## config.mk

```make
export PLATFORM = sky130hd
export DESIGN_NAME = mul_div_unit
export DESIGN_NICKNAME = d
export VERILOG_FILES = /design/src/rtl/types_pkg.sv /design/src/rtl/md_iter_core.sv /design/src/rtl/mul_div_unit.sv
export SDC_FILE = /design/constraint.sdc
export NUM_CORES = 1
export LEC_CHECK = 0
export CORE_UTILIZATION = 45
export DETAILED_ROUTE_END_ITERATION = 8
export PLACE_DENSITY = 0.78
export SYNTH_ARGS = -nofsm -noshare
export SYNTH_HDL_FRONTEND = slang
export SYNTH_SLANG_ARGS = --single-unit
```

## constraint.sdc

```tcl
create_clock -name clk -period 4.2 [get_ports clk]
set_input_delay 0.84 -clock clk [delete_from_list [all_inputs] [get_ports clk]]
set_output_delay 0.84 -clock clk [all_outputs]
set_load 0.005 [all_outputs]
```

## src/rtl/types_pkg.sv

```systemverilog
// Shared types for the iterative multiply/divide unit.
package types_pkg;
   localparam int XLEN = 32;

   typedef enum logic [1:0] {
      OP_MULTU = 2'b00,
      OP_MULT  = 2'b01,
      OP_DIVU  = 2'b10,
      OP_DIV   = 2'b11
   } md_op_t;

   typedef enum logic [1:0] {
      MD_IDLE,
      MD_RUN,
      MD_FIX
   } md_state_t;
endpackage

```

## src/rtl/md_iter_core.sv

```systemverilog
// Unsigned iteration datapath: one shift-add multiply or restoring
// shift-subtract divide step per enabled cycle on a 2*XLEN working register.
module md_iter_core #(
   parameter int XLEN = 32
) (
   input  logic              clk,
   input  logic              rst,
   input  logic              load,
   input  logic              step,
   input  logic              is_div,
   input  logic [XLEN-1:0]   a,
   input  logic [XLEN-1:0]   b,
   output logic [2*XLEN-1:0] acc
);
   logic [XLEN-1:0] b_q;
   logic [XLEN:0]   add_sum;
   logic [XLEN:0]   rem_sh;
   logic [XLEN:0]   sub_diff;

   // Multiply keeps the multiplier in the low half and shifts right;
   // divide keeps {remainder, quotient} and shifts left.
   always_comb begin
      add_sum  = {1'b0, acc[2*XLEN-1:XLEN]} + {1'b0, b_q};
      rem_sh   = acc[2*XLEN-1:XLEN-1];
      sub_diff = rem_sh - {1'b0, b_q};
   end

   always_ff @(posedge clk) begin
      if (rst) begin
         acc <= '0;
         b_q <= '0;
      end else if (load) begin
         acc <= {{XLEN{1'b0}}, a};
         b_q <= b;
      end else if (step) begin
         if (is_div) begin
            // Top bit of the difference is the borrow: restore on borrow.
            if (!sub_diff[XLEN])
               acc <= {sub_diff[XLEN-1:0], acc[XLEN-2:0], 1'b1};
            else
               acc <= {acc[2*XLEN-2:0], 1'b0};
         end else begin
            if (acc[0])
               acc <= {add_sum, acc[XLEN-1:1]};
            else
               acc <= {1'b0, acc[2*XLEN-1:1]};
         end
      end
   end
endmodule

```

## src/rtl/mul_div_unit.sv

```systemverilog
// Multi-cycle MULT/MULTU/DIV/DIVU unit with HI/LO registers.
// Signed operation support is built only when MUL_DIV_SIGNED_EN is defined.
module mul_div_unit
   import types_pkg::*;
#(
   parameter int XLEN = types_pkg::XLEN
) (
   input  logic            clk,
   input  logic            rst,
   input  logic            start,
   input  md_op_t          op,
   input  logic [XLEN-1:0] operand_a,
   input  logic [XLEN-1:0] operand_b,
   input  logic            hi_we,
   input  logic            lo_we,
   output logic            busy,
   output logic            done,
   output logic            div_by_zero,
   output logic [XLEN-1:0] hi,
   output logic [XLEN-1:0] lo
);
   localparam int CW = $clog2(XLEN);

   md_state_t        state_q, state_d;
   logic [CW-1:0]    count_q;
   logic             is_div_q, div0_q;
   logic             load, step, fix;
   logic             start_div;
   logic [2*XLEN-1:0] acc;
   logic [XLEN-1:0]  a_mag, b_mag, hi_fix, lo_fix;

   assign start_div = (op == OP_DIVU) || (op == OP_DIV);
   assign busy      = (state_q != MD_IDLE);

`ifdef MUL_DIV_SIGNED_EN
   logic op_signed, neg_q_q, neg_r_q;
   assign op_signed = (op == OP_MULT) || (op == OP_DIV);
   assign a_mag = (op_signed && operand_a[XLEN-1]) ? -operand_a : operand_a;
   assign b_mag = (op_signed && operand_b[XLEN-1]) ? -operand_b : operand_b;
`else
   assign a_mag = operand_a;
   assign b_mag = operand_b;
`endif

   md_iter_core #(.XLEN(XLEN)) u_core (
      .clk    (clk),
      .rst    (rst),
      .load   (load),
      .step   (step),
      .is_div (is_div_q),
      .a      (a_mag),
      .b      (b_mag),
      .acc    (acc)
   );

   always_comb begin
      hi_fix = acc[2*XLEN-1:XLEN];
      lo_fix = acc[XLEN-1:0];
`ifdef MUL_DIV_SIGNED_EN
      if (is_div_q) begin
         if (neg_q_q) lo_fix = -acc[XLEN-1:0];
         if (neg_r_q) hi_fix = -acc[2*XLEN-1:XLEN];
      end else if (neg_q_q) begin
         {hi_fix, lo_fix} = -acc;
      end
`endif
      // Remainder already equals the dividend here; only the quotient is forced.
      if (div0_q) lo_fix = '1;
   end

   always_comb begin
      state_d = state_q;
      load    = 1'b0;
      step    = 1'b0;
      fix     = 1'b0;
      case (state_q)
         MD_IDLE: if (start) begin
            load    = 1'b1;
            state_d = MD_RUN;
         end
         MD_RUN: begin
            step = 1'b1;
            if (count_q == CW'(XLEN-1)) state_d = MD_FIX;
         end
         MD_FIX: begin
            fix     = 1'b1;
            state_d = MD_IDLE;
         end
         default: state_d = MD_IDLE;
      endcase
   end

   always_ff @(posedge clk) begin
      if (rst) begin
         state_q     <= MD_IDLE;
         count_q     <= '0;
         is_div_q    <= 1'b0;
         div0_q      <= 1'b0;
         done        <= 1'b0;
         div_by_zero <= 1'b0;
         hi          <= '0;
         lo          <= '0;
`ifdef MUL_DIV_SIGNED_EN
         neg_q_q     <= 1'b0;
         neg_r_q     <= 1'b0;
`endif
      end else begin
         state_q     <= state_d;
         done        <= fix;
         div_by_zero <= fix & div0_q;
         if (load) begin
            count_q  <= '0;
            is_div_q <= start_div;
            div0_q   <= start_div && (operand_b == '0);
`ifdef MUL_DIV_SIGNED_EN
            neg_q_q  <= op_signed && (operand_a[XLEN-1] ^ operand_b[XLEN-1]);
            neg_r_q  <= op_signed && operand_a[XLEN-1];
`endif
         end else if (step) begin
            count_q <= count_q + 1'b1;
         end
         if (fix) begin
            hi <= hi_fix;
            lo <= lo_fix;
         end else if (state_q == MD_IDLE && !start) begin
            if (hi_we) hi <= operand_a;
            if (lo_we) lo <= operand_a;
         end
      end
   end
endmodule
```

==> key figures <==
Worst setup path
  – Setup crit start kind: flip-flop
  – Crit path kind: flip-flop to flip-flop
  – Crit-path max FO: 35
  – Worst path arrival time: 3.91 ns
  – Worst setup EP type: flip-flop
  – Required @ worst endpoint: 4.54 ns

Place
  – Routability congestion estimate: 0.948
  – DPL Wire Length: 27.1 mm
  – IO Port Bufs: 136

Routing
  – Final wirelength: 37.1 mm
  – Antenna Nets Post-Route: 0
  – First-pass DRT Iterations: 5
  – # DRC: 0
  – Via count: 11,800
  – Vias per inst: 6.06
  – Drt first-iter violations: 1,093
  – Routed length per instance: 19.0 µm

Floorplanning
  – Ports: 138
  – Die ar.: 0.0263 mm²
  – Chip height: 162 µm
  – Core Footprint: 0.0252 mm²
  – Site Rows: 58
  – Die width: 162 µm
  – Starting Density: 45.8%

Clock tree
  – H-Tree Depth: 4
  – CTS Sinks: 171
  – Clock Pin Slew Worst Setup and Hold Paths: 0.08 ns
  – Hold buffer count at cts: 0
  – Post-CTS sizing: 0
  – Longest Clk Path Bufs: 2
  – Clk Latency, worst-skew pair: 0.46 ns
  – CTS tree: done
  – Post-CTS Setup Repair Bufs: 0
  – Total CTS buffers: 17
  – Root Buffer: clkbuf_16

Yosys
  – Cell area after synthesis: 0.0115 mm²
  – Syn_nets: 1,668
  – Synth warn: 0
  – Mean post-synth cell area: 7.54 µm²
  – Number of enable flip-flop cells after synthesis: 0
  – Synth cell types: 78
  – Synth Register Bits: 171
  – Main synth FF type: dfxtp_1
  – Sequential cell area fraction in the yosys report: 29.7%
  – Ys async rst share: 0%
  – Synthesized instance count: 1,529

Worst hold path
  – Hold Crit Class: flip-flop to flip-flop

Status
  – Status: finished, final reports clean

STA
  – F_max: 0.281 GHz
  – Final Setup Violations: 0
  – Worst Clk Skew: 0.0118 ns
  – Final worst path period need: 3.56 ns
  – Final Hold Vio Count: 0
  – Final worst path period share: 84.8%
  – Slew Viols, Final: 0
  – Setup TNS: 0 ns
  – Hold WS: 0.464 ns
  – Worst Tran Pin Value: 1.03 ns
  – RSZ-0062 raised after global routing: false
  – Relative slew margins: 31.1%

GRT
  – GRT Util Overall: 28.2%
  – Total gr overflow: 0
  – Antenna violations before repair: 0
  – Pin count of the biggest net entering global routing: 80
  – Vias in the first global route: 11,200
  – First-pass GRT wire length: 58.7 mm

Job
  – Max_cap viols: 0

Final layout
  – Commonest non-fill, non-tap cell in the layout: nand2_1
  – Most frequent cells in the layout: 233 x nand2_1, 174 x a21oi_1, 170 x dfxtp_1
  – Layout cells sized above 1: 7.64%
  – Synth-to-Final Area Change: 19.5%
  – Fin nets: 1,748
  – ANT cells: 0

Power and ir drop
  – Pwr dens: 344 mW/mm²
  – Total leakage power: 5.42 nW
  – Max VDD drop: 308 µV
==> layer usage <==
layer / track usage (%) / up-vias / routed length, µm
met1: 37.5 / 5558 / 16200
met5: 0 / - / 0
met2: 45.4 / 506 / 16900
li1: - / 5688 / -
met3: 4.37 / 77 / 2780
met4: 11.7 / 0 / 1250
==> kinds of logic after synthesis <==
logic type / Yosys count / share of synthesized area [%]
simple gates: 570 / 21.6
compound gates: 458 / 27.0
flops: 171 / 29.7
buf+inv: 158 / 5.37
fa+ha+maj: 68 / 7.51
mux: 53 / 4.97
xor+xnor: 51 / 3.88
==> critical path: stages (launching register included) <==
cell and delay [ns]:
dfxtp_1 0.35, inv_1 0.09, ha_1 0.24, fa_1 0.44, nand2b_1 0.19, a21oi_1 0.24, o21ai_2 0.17, o31ai_4 0.39
o31ai_4 0.15, nand2_4 0.39, buf_4 0.29, mux2i_1 0.22, a21oi_1 0.09, a22o_1 0.21
==> sequential cells by signal, summed over array words and instances, names as in the netlist <==
name,count
state_q,2
div0_q,1
u_core.acc,64
div_by_zero,1
is_div_q,1
lo,32
u_core.b_q,32
count_q,5
done,1
hi,32
==> synthesized netlist by cell type, drive strengths merged (8+ instances only) <==
cell type    n  area (µm²)
a22o         9        78.8
nand4       14        87.6
o21a        14         113
o31ai        9        95.1
nand2      234         886
xor2        19         166
o21bai      13        97.6
nor3        75         375
o221ai      35         307
nor2       169         634
a31oi       10        77.6
clkbuf      79         297
nor4         8        50.1
nor2b       10        62.6
mux2        34         383
o21ai       51         259
a21o        18         135
a21oi      174         871
a211oi      27         213
dfxtp      171        3420
and3        11        68.8
nand3       15        75.1
mux2i       19         190
a311oi      35         313
ha          66         826
o211ai      16         120
inv         56         210
buf         22         109
xnor2       32         280
==> cell type report <==
type,count,area (µm²)
multi-input cells,1200,7520
fillers,2355,11400
well taps,330,413
clock buffers,17,425
inverters,57,214
clock inverters,15,216
flip-flops and latches,171,3420
repair buffers,162,1570
==> final timing paths <==
kind                            cells after the start                        start                     endpoint  slack (ns)
worst max-delay path                               13  u_core.acc[31]$_SDFFE_PP0P_  u_core.acc[43]$_SDFFE_PP0P_        0.64
worst max register to register                     13  u_core.acc[31]$_SDFFE_PP0P_  u_core.acc[43]$_SDFFE_PP0P_        0.64
worst min register to register                      2      count_q[4]$_SDFFE_PP0P_      count_q[4]$_SDFFE_PP0P_        0.46
worst min-delay path                                2      count_q[4]$_SDFFE_PP0P_      count_q[4]$_SDFFE_PP0P_        0.46
==> stage by stage <==
step	cell area [µm²]	std cells	setup slack (ns)	util (%)	power, mW
after floorplan	11500	1529	1.34	-	2.66
after global placement	13100	1920	0.748	52.2	3.02
after detailed placement	13100	1920	0.694	52.2	3.04
after CTS	13800	1952	0.685	54.7	4.73
after global routing	13800	1952	0.446	54.7	4.94
final	13800	1952	0.637	54.7	4.73
==> report_power, final <==
part / switching (mW) / internal, mW
clock: 0.859 / 0.836
sequential: 0.0944 / 1.71
combinational: 0.701 / 0.532
(Power assumes the default switching activity.)
